### src/rtl/mul_div_seq.sv
// Iteration sequencer for the arithmetic unit's multiply and divide.
// Multiply runs shift-add over A:C. Divide runs non-restoring division over A:C.
// Each state decodes to one set of single-cycle micro-pulses to the AU.
// Sign handling, operand loading and remainder correction are left to the arithmetic control.
module mul_div_seq #(
    parameter int STEPS = 30,
    parameter int CNT_W = 5
) (
    input  logic clk,
    input  logic resetn,
    input  logic start_mul_from_ctrl,
    input  logic start_div_from_ctrl,
    input  logic abort_from_pu,
    input  logic reg_c_lsb_from_au,
    input  logic reg_a_sign_from_au,
    output logic do_sum_to_au,
    output logic do_sub_to_au,
    output logic do_right_shift_ac_to_au,
    output logic do_left_shift_ac_to_au,
    output logic do_set_c0_to_au,
    output logic busy_to_ctrl,
    output logic done_to_ctrl,
    output logic div_overflow_to_ctrl
);

    localparam logic [2:0] S_IDLE    = 3'd0;
    localparam logic [2:0] S_M_ADD   = 3'd1;
    localparam logic [2:0] S_M_SHIFT = 3'd2;
    localparam logic [2:0] S_D_SUB   = 3'd3;
    localparam logic [2:0] S_D_CHK   = 3'd4;
    localparam logic [2:0] S_D_SHIFT = 3'd5;
    localparam logic [2:0] S_D_ALU   = 3'd6;
    localparam logic [2:0] S_DONE    = 3'd7;

    localparam logic [CNT_W-1:0] CNT_LAST = CNT_W'(STEPS - 1);
    localparam logic [CNT_W-1:0] CNT_ONE  = {{(CNT_W-1){1'b0}}, 1'b1};

    logic [2:0]       state_q, state_d;
    logic [CNT_W-1:0] cnt_q, cnt_d;
    logic             ovf_q, ovf_d;
    logic             qsgn_q, qsgn_d;

    // Next-state logic: sequencing, step count, overflow flag, quotient-sign capture, abort override
    always_comb begin
        state_d = state_q;
        cnt_d   = cnt_q;
        ovf_d   = ovf_q;
        qsgn_d  = qsgn_q;
        case (state_q)
            S_IDLE: begin
                // An abort arriving with a start suppresses the start
                if (abort_from_pu) begin
                    state_d = S_IDLE;
                end else if (start_mul_from_ctrl) begin
                    state_d = S_M_ADD;
                    cnt_d   = '0;
                end else if (start_div_from_ctrl) begin
                    state_d = S_D_SUB;
                end else begin
                    state_d = S_IDLE;
                end
            end
            S_M_ADD: state_d = S_M_SHIFT;
            S_M_SHIFT: begin
                cnt_d = cnt_q + CNT_ONE;
                if (cnt_q == CNT_LAST) begin
                    state_d = S_DONE;
                end else begin
                    state_d = S_M_ADD;
                end
            end
            S_D_SUB: state_d = S_D_CHK;
            S_D_CHK: begin
                // A non-negative trial remainder means |dividend| >= |divisor|
                if (!reg_a_sign_from_au) begin
                    state_d = S_DONE;
                    ovf_d   = 1'b1;
                end else begin
                    state_d = S_D_SHIFT;
                    cnt_d   = '0;
                end
            end
            S_D_SHIFT: begin
                // Sign of the remainder before this shift selects the next add/sub
                qsgn_d  = reg_a_sign_from_au;
                state_d = S_D_ALU;
            end
            S_D_ALU: begin
                cnt_d = cnt_q + CNT_ONE;
                if (cnt_q == CNT_LAST) begin
                    state_d = S_DONE;
                end else begin
                    state_d = S_D_SHIFT;
                end
            end
            S_DONE: begin
                ovf_d   = 1'b0;
                state_d = S_IDLE;
            end
            default: state_d = S_IDLE;
        endcase
        if (abort_from_pu && (state_q != S_IDLE)) begin
            state_d = S_IDLE;
            ovf_d   = 1'b0;
        end else begin
            ovf_d = ovf_d;
        end
    end

    // State registers with asynchronous active-low reset
    always_ff @(posedge clk or negedge resetn) begin
        if (!resetn) begin
            state_q <= S_IDLE;
            cnt_q   <= '0;
            ovf_q   <= 1'b0;
            qsgn_q  <= 1'b0;
        end else begin
            state_q <= state_d;
            cnt_q   <= cnt_d;
            ovf_q   <= ovf_d;
            qsgn_q  <= qsgn_d;
        end
    end

    // Output decode from the registered state and captured flags
    always_comb begin
        do_sum_to_au            = 1'b0;
        do_sub_to_au            = 1'b0;
        do_right_shift_ac_to_au = 1'b0;
        do_left_shift_ac_to_au  = 1'b0;
        do_set_c0_to_au         = 1'b0;
        done_to_ctrl            = 1'b0;
        div_overflow_to_ctrl    = 1'b0;
        busy_to_ctrl            = (state_q != S_IDLE);
        case (state_q)
            S_M_ADD:   do_sum_to_au = reg_c_lsb_from_au;
            S_M_SHIFT: do_right_shift_ac_to_au = 1'b1;
            S_D_SUB:   do_sub_to_au = 1'b1;
            S_D_SHIFT: do_left_shift_ac_to_au = 1'b1;
            S_D_ALU: begin
                if (qsgn_q) begin
                    do_sum_to_au = 1'b1;
                end else begin
                    do_sub_to_au    = 1'b1;
                    do_set_c0_to_au = 1'b1;
                end
            end
            S_DONE: begin
                done_to_ctrl         = 1'b1;
                div_overflow_to_ctrl = ovf_q;
            end
            default: busy_to_ctrl = (state_q != S_IDLE);
        endcase
    end

endmodule

### config.mk
export PLATFORM = sky130hd
export DESIGN_NAME = mul_div_seq
export DESIGN_NICKNAME = d
export VERILOG_FILES = /design/src/rtl/mul_div_seq.sv
export SDC_FILE = /design/constraint.sdc
export NUM_CORES = 1
export LEC_CHECK = 0
export ABC_AREA = 0
export CELL_PAD_IN_SITES_DETAIL_PLACEMENT = 0
export CELL_PAD_IN_SITES_GLOBAL_PLACEMENT = 1
export CORE_MARGIN = 3
export CORE_UTILIZATION = 43
export CTS_BUF_LIST = sky130_fd_sc_hd__clkbuf_8 sky130_fd_sc_hd__clkbuf_16
export CTS_CLUSTER_SIZE = 12
export DETAILED_ROUTE_END_ITERATION = 16
export DONT_BUFFER_PORTS = 1
export PLACE_DENSITY = 0.8
export REMOVE_ABC_BUFFERS = 1
export SYNTH_ARGS = -nofsm -noshare
export SYNTH_HDL_FRONTEND = slang
export SYNTH_SLANG_ARGS = --single-unit
### constraint.sdc
create_clock -name clk -period 1.9 [get_ports clk]
set_input_delay 0.19 -clock clk [delete_from_list [all_inputs] [get_ports clk]]
set_output_delay 0.19 -clock clk [all_outputs]
set_load 0.1 [all_outputs]
# Yosys cells after proc, flatten, opt, wreduce, memory -nomap -nowiden
# Cells that the tools add are included.
dict set report totals {
  regBits 10
  mem_bits_ro 0
  n_memories 0
  mem_bits_rw 0
  output_inout_bits 8
  in_bits 7
  wordCells 49
  latch_bits 0
}
dict set report classes {
  add_sub_neg 1
  bitwise_logic 0
  shift 0
  reduce_logical 8
  n_eq_ne 12
  n_mul 0
  div_mod_pow 0
  order_cmp 0
  mux 24
}
# operator n
set ops {}
lappend ops {{3-bit case mux with 8 select lines} 1}
lappend ops {{5-bit two-way mux} 3}
lappend ops {{5-bit case mux with 3 select lines} 1}
lappend ops {{3-bit == test (second input constant)} 4}
lappend ops {{2-bit two-way mux} 5}
lappend ops {{1-bit two-way mux} 9}
lappend ops {{3-bit nonzero test} 3}
lappend ops {{3-bit by 2-bit == test with 1-bit output (second input constant)} 2}
lappend ops {{3-bit two-way mux} 2}
lappend ops {{2-bit != test (second input constant)} 3}
lappend ops {{1-bit case mux with 2 select lines} 3}
lappend ops {{5-bit by 1-bit adder with 5-bit output (second input constant)} 1}
lappend ops {{5-bit == test (second input constant)} 1}
lappend ops {{4-bit AND reduction} 1}
lappend ops {{3-bit by 1-bit == test with 1-bit output (second input constant)} 1}
lappend ops {{3-bit logical NOT} 1}
lappend ops {{3-bit != test (second input constant)} 1}
lappend ops {{2-bit AND reduction} 1}
lappend ops {{2-bit OR reduction} 1}
lappend ops {{1-bit logical AND} 1}

# Depth between registers and ports, before layout
dict set report depth {
  ltp_word 5
  mapped_depth 5
  mapped_depth_nobuf 5
}

# Worst setup path after synthesis
# OpenSTA, ideal clock, no wires.
dict set report synth_path {
  path_kind {reg-to-output}
  from {reg state_q[0]}
  to {out div_overflow_to_ctrl}
  path_buffers 1
  required_ns 1.710
  path_stages_with_launch 4
  arrival_time_ns 2.377
  setup_slack_ns -0.667
  cell_sequence {dfrtp_1 -> clkbuf_1 -> and3_1 -> and2_1}
}
dict set report synth_via {
  elab_chain_len 2
}
# element line_no
set synth_lines {}
lappend synth_lines {{start: declaration} 38} ;# logic [2:0] state_q, state_d;
lappend synth_lines {{start signal: assignment} 118} ;# state_q <= state_d;
lappend synth_lines {{3-bit == test} 135} ;# case (state_q)
lappend synth_lines {{1-bit two-way mux} 135}
lappend synth_lines {{end: declaration} 23} ;# output logic div_overflow_to_ctrl
# No other way between the ends.

# Worst setup path after layout
dict set report layout_path {
  from {reg state_q[1]}
  to {out do_set_c0_to_au}
}
dict set report layout_via {
  elab_chain_len 2
}
# element line_no
set layout_lines {}
lappend layout_lines {{3-bit == test} 135}
lappend layout_lines {{1-bit two-way mux} 135}
lappend layout_lines {{end: declaration} 20} ;# output logic do_set_c0_to_au,
# No other way between the ends.

==> summary.md <==
| Metric | Value |
|---|---|
| Die Ht | `43.8 um` |
| Routability congestion estimate | `around 0.8` |
| Seq cells post-synth | `10` |
| Nets | `91` |
| Core Region | `1320 um^2` |
| Power Dens Cells | `between 1000 and 1500 nW/um^2` |
| Via Count | `between 500 and 600` |
| Clock transition at path regs | `0.05 ns` |
| Crit start category | `register` |
| Post-synth top area share | `40.7%` |
| Comb pwr share | `slightly below 30%` |
| Antenna violations before repair | `0` |
| Hold Slack | `roughly 0.015 ns` |
| Critical path arrival | `~1.6 ns` |
| WL/cell | `14.6 um` |
| Syn_area_per_cell | `between 8 and 9 um^2` |
| Via density per instance | `slightly below 6` |
| DRT iter0 DRCs | `8` |
| Clock power share | `between 30% and 40%` |
| Setup violators final | `0` |
| Net Sw Frac | `36.5%` |
| Share of layout cells above drive strength 1 | `24.7%` |
| CP peak stage delay | `between 0.6 and 0.7 ns` |
| CP Class | `register to primary output` |
| Leading cell type by number of instances after synthesis | `dfrtp_1` |
| Fillers | `about 110` |
| CP max-delay cell | `dfrtp_1` |
| Worst vdd ir | `around 0.0008 V` |
| CTS H-Tree Depth | `1` |
| Row Count | `13` |
| Setup repair after global routing missed its margin | `false` |
| TritonCTS Buffers | `3` |
| Critical Path RT | `around 1.7 ns` |
| Warnings from Yosys | `0` |
| Initial core utilization | `46.6%` |
| N_diodes | `0` |
| Sequential area share after synthesis | `a little over 40%` |
| Leading post-synthesis cells by cell area | `dfrtp_1 41%, nor2_1 5.5%, a21oi_1 4.1%, ha_1 4.1%, mux2_2 3.7%` |
| Io pins | `15` |
| Net Switching | `around 0.32 mW` |
| Post-Syn Area | `just over 600 um^2` |
| Synthesized instance count | `70` |
| P_leak | `approximately 0.36 nW` |
| Layout area overhead | `30.1%` |
| Top_reg_cell synth | `dfrtp_1` |
| Drt first pass iters | `4` |
| Finished Core Util | `around three fifths` |
| HPWL after DPL | `962 um` |
| Fin crit period | `~1.8 ns` |
| First-pass GRT wire length | `between 2000 and 2500 um` |
| Post-Route Skew | `slightly below 0.003 ns` |
| Max-cap viol count | `0` |
| Clk root buf | `clkbuf_8` |
| CTS tree | `done` |
| Final worst slack | `about 0.14 ns` |
| Clk Latency, worst-skew pair | `0.24 ns` |
| Slew at the pin closest to its max-slew limit | `0.463 ns` |
| Worst slack, placed | `about 0.41 ns` |
| Setup TNS | `0 ns` |
| Worst relative slew slack | `69.1%` |
| Die Wd | `43.8 um` |
| Post-DRT Antenna Nets | `0` |
| Async S/R FF share, synth | `between 90% and 100%` |
| Sequential power share | `between 30% and 40%` |
| Worst hold path class | `input pin to register` |
| Port-buffer cells | `0` |
| Clock sinks | `10` |
| Post-cts resize count | `0` |
| Final slew viol count | `0` |
| CP Max Fanout | `15` |
| Power Internal | `0.555 mW` |
| Drt drc | `0` |
| CP Cell Sequence | `nor2b_1 -> nand2_1 -> nor2_2 -> buf_12` |
| Routed wire length | `1400 um` |
| Pin count of the biggest net entering global routing | `17` |
| Final Cycle Share | `between 90% and 100%` |
| Global route total overflow | `0` |
| Unique masters post-synth | `31` |
| Vias in the first global route | `roughly 510` |
| CTS Buffer Depth | `2` |
| Area leader, netlist | `dfrtp_1` |
| Gr usage total | `15.4%` |
| EDFF count, synth | `0` |
| Final Hold Fails | `0` |
| Top cells by count, synth | `10 x dfrtp_1, 9 x nor2_1, 6 x nand2_1, 5 x a21oi_1, 4 x nand3_1` |
| Outcome | `finished clean` |
| Critical path capture point type | `primary output` |
| DIE AREA | `roughly 1900 um^2` |
| Fmax achieved | `0.568 GHz` |
-- layout by cell type (no fill, tap or decap), types with 2 or more instances in the layout --
cell      synthesis  layout
a21oi_1           5       5
a22o_2            2       2
and2_1            2       2
buf_12            0       3
buf_4             0       6
clkbuf_8          0       4
dfrtp_1          10      10
ha_1              2       2
inv_1             2       2
mux2_2            2       2
nand2_1           6       6
nand2b_1          2       2
nand3_1           4       4
nor2_1            9       6
nor2_2            0       3
nor2b_1           2       2
nor3_1            2       2
-- cell type report --
cell class | instances | area (um^2) | share of cell area, %
repair buffers | 10 | 115 | 14.4
multi-input cells | 55 | 353 | 44.1
well taps | 15 | 18.8 | 2.35
clock buffers | 4 | 55.1 | 6.89
inverters | 2 | 7.51 | 0.939
flip-flops and latches | 10 | 250 | 31.3
-- flip-flops by register name, summed over array words and instances, names as in the netlist --
name / cells
state_q: 3
cnt_q: 5
ovf_q: 1
qsgn_q: 1
-- power by group through the flow --
| stage | Combinational [mW] | Clock (mW) | Sequential [mW] |
|---|---|---|---|
| CTS | 0.259 | 0.274 | 0.347 |
| floorplan | 0.202 | 0 | 0.330 |
| global placement | 0.249 | 0 | 0.349 |
| finish | 0.257 | 0.270 | 0.348 |
| detailed placement | 0.251 | 0 | 0.349 |
| global route | 0.282 | 0.287 | 0.356 |
-- through the flow --
step	total power [mW]	area, um^2	std cells
final	0.875	800	96
after global routing	0.925	800	96
after CTS	0.880	800	96
after detailed placement	0.600	734	91
after global placement	0.598	734	91
after floorplan	0.532	603	67
-- final timing paths --
| kind | from | end | slack, ns | depth (start not counted) |
|---|---|---|---|---|
| min reg2reg | ovf_q | ovf_q | 0.50 | 2 |
| max reg2reg | cnt_q[0] | cnt_q[4] | 0.45 | 4 |
| max | state_q[1] | do_set_c0_to_au | 0.14 | 4 |
| max in group asynchronous | resetn | state_q[2] | 1.24 | 1 |
| min | abort_from_pu | state_q[1] | 0.02 | 1 |
| min in group asynchronous | resetn | qsgn_q | 0.34 | 1 |
-- timing repair --
item	in CTS	in global routing
hold buffers	1	0
endpoints found under the hold margin	10	0
setup buffers	0	0
-- routing by layer --
layer / vias to the layer above / routed length (um) / global-route usage [%]
li1: 272 / - / -
met1: 268 / 613 / 19.6
met2: 20 / 683 / 23.5
met3: 2 / 96 / 4.98
met4: 0 / 10 / 7.23
met5: - / 0 / 0
-- cells by family after synthesis --
kind of cell,synth area share [%]
AO/OA/AOI/OAI,18.3
adder cells (fa/ha/maj),4.07
buffers and inverters,3.06
flip-flops,40.7
multiplexers,5.30
AND/OR/NAND/NOR,28.5
-- worst max-delay path: cells and delay by family (launching register included) --
family,cells,cell delay [ns]
flops,1,0.61
simple gates,3,0.54
buf+inv,1,0.19
(Power assumes the default switching activity.)
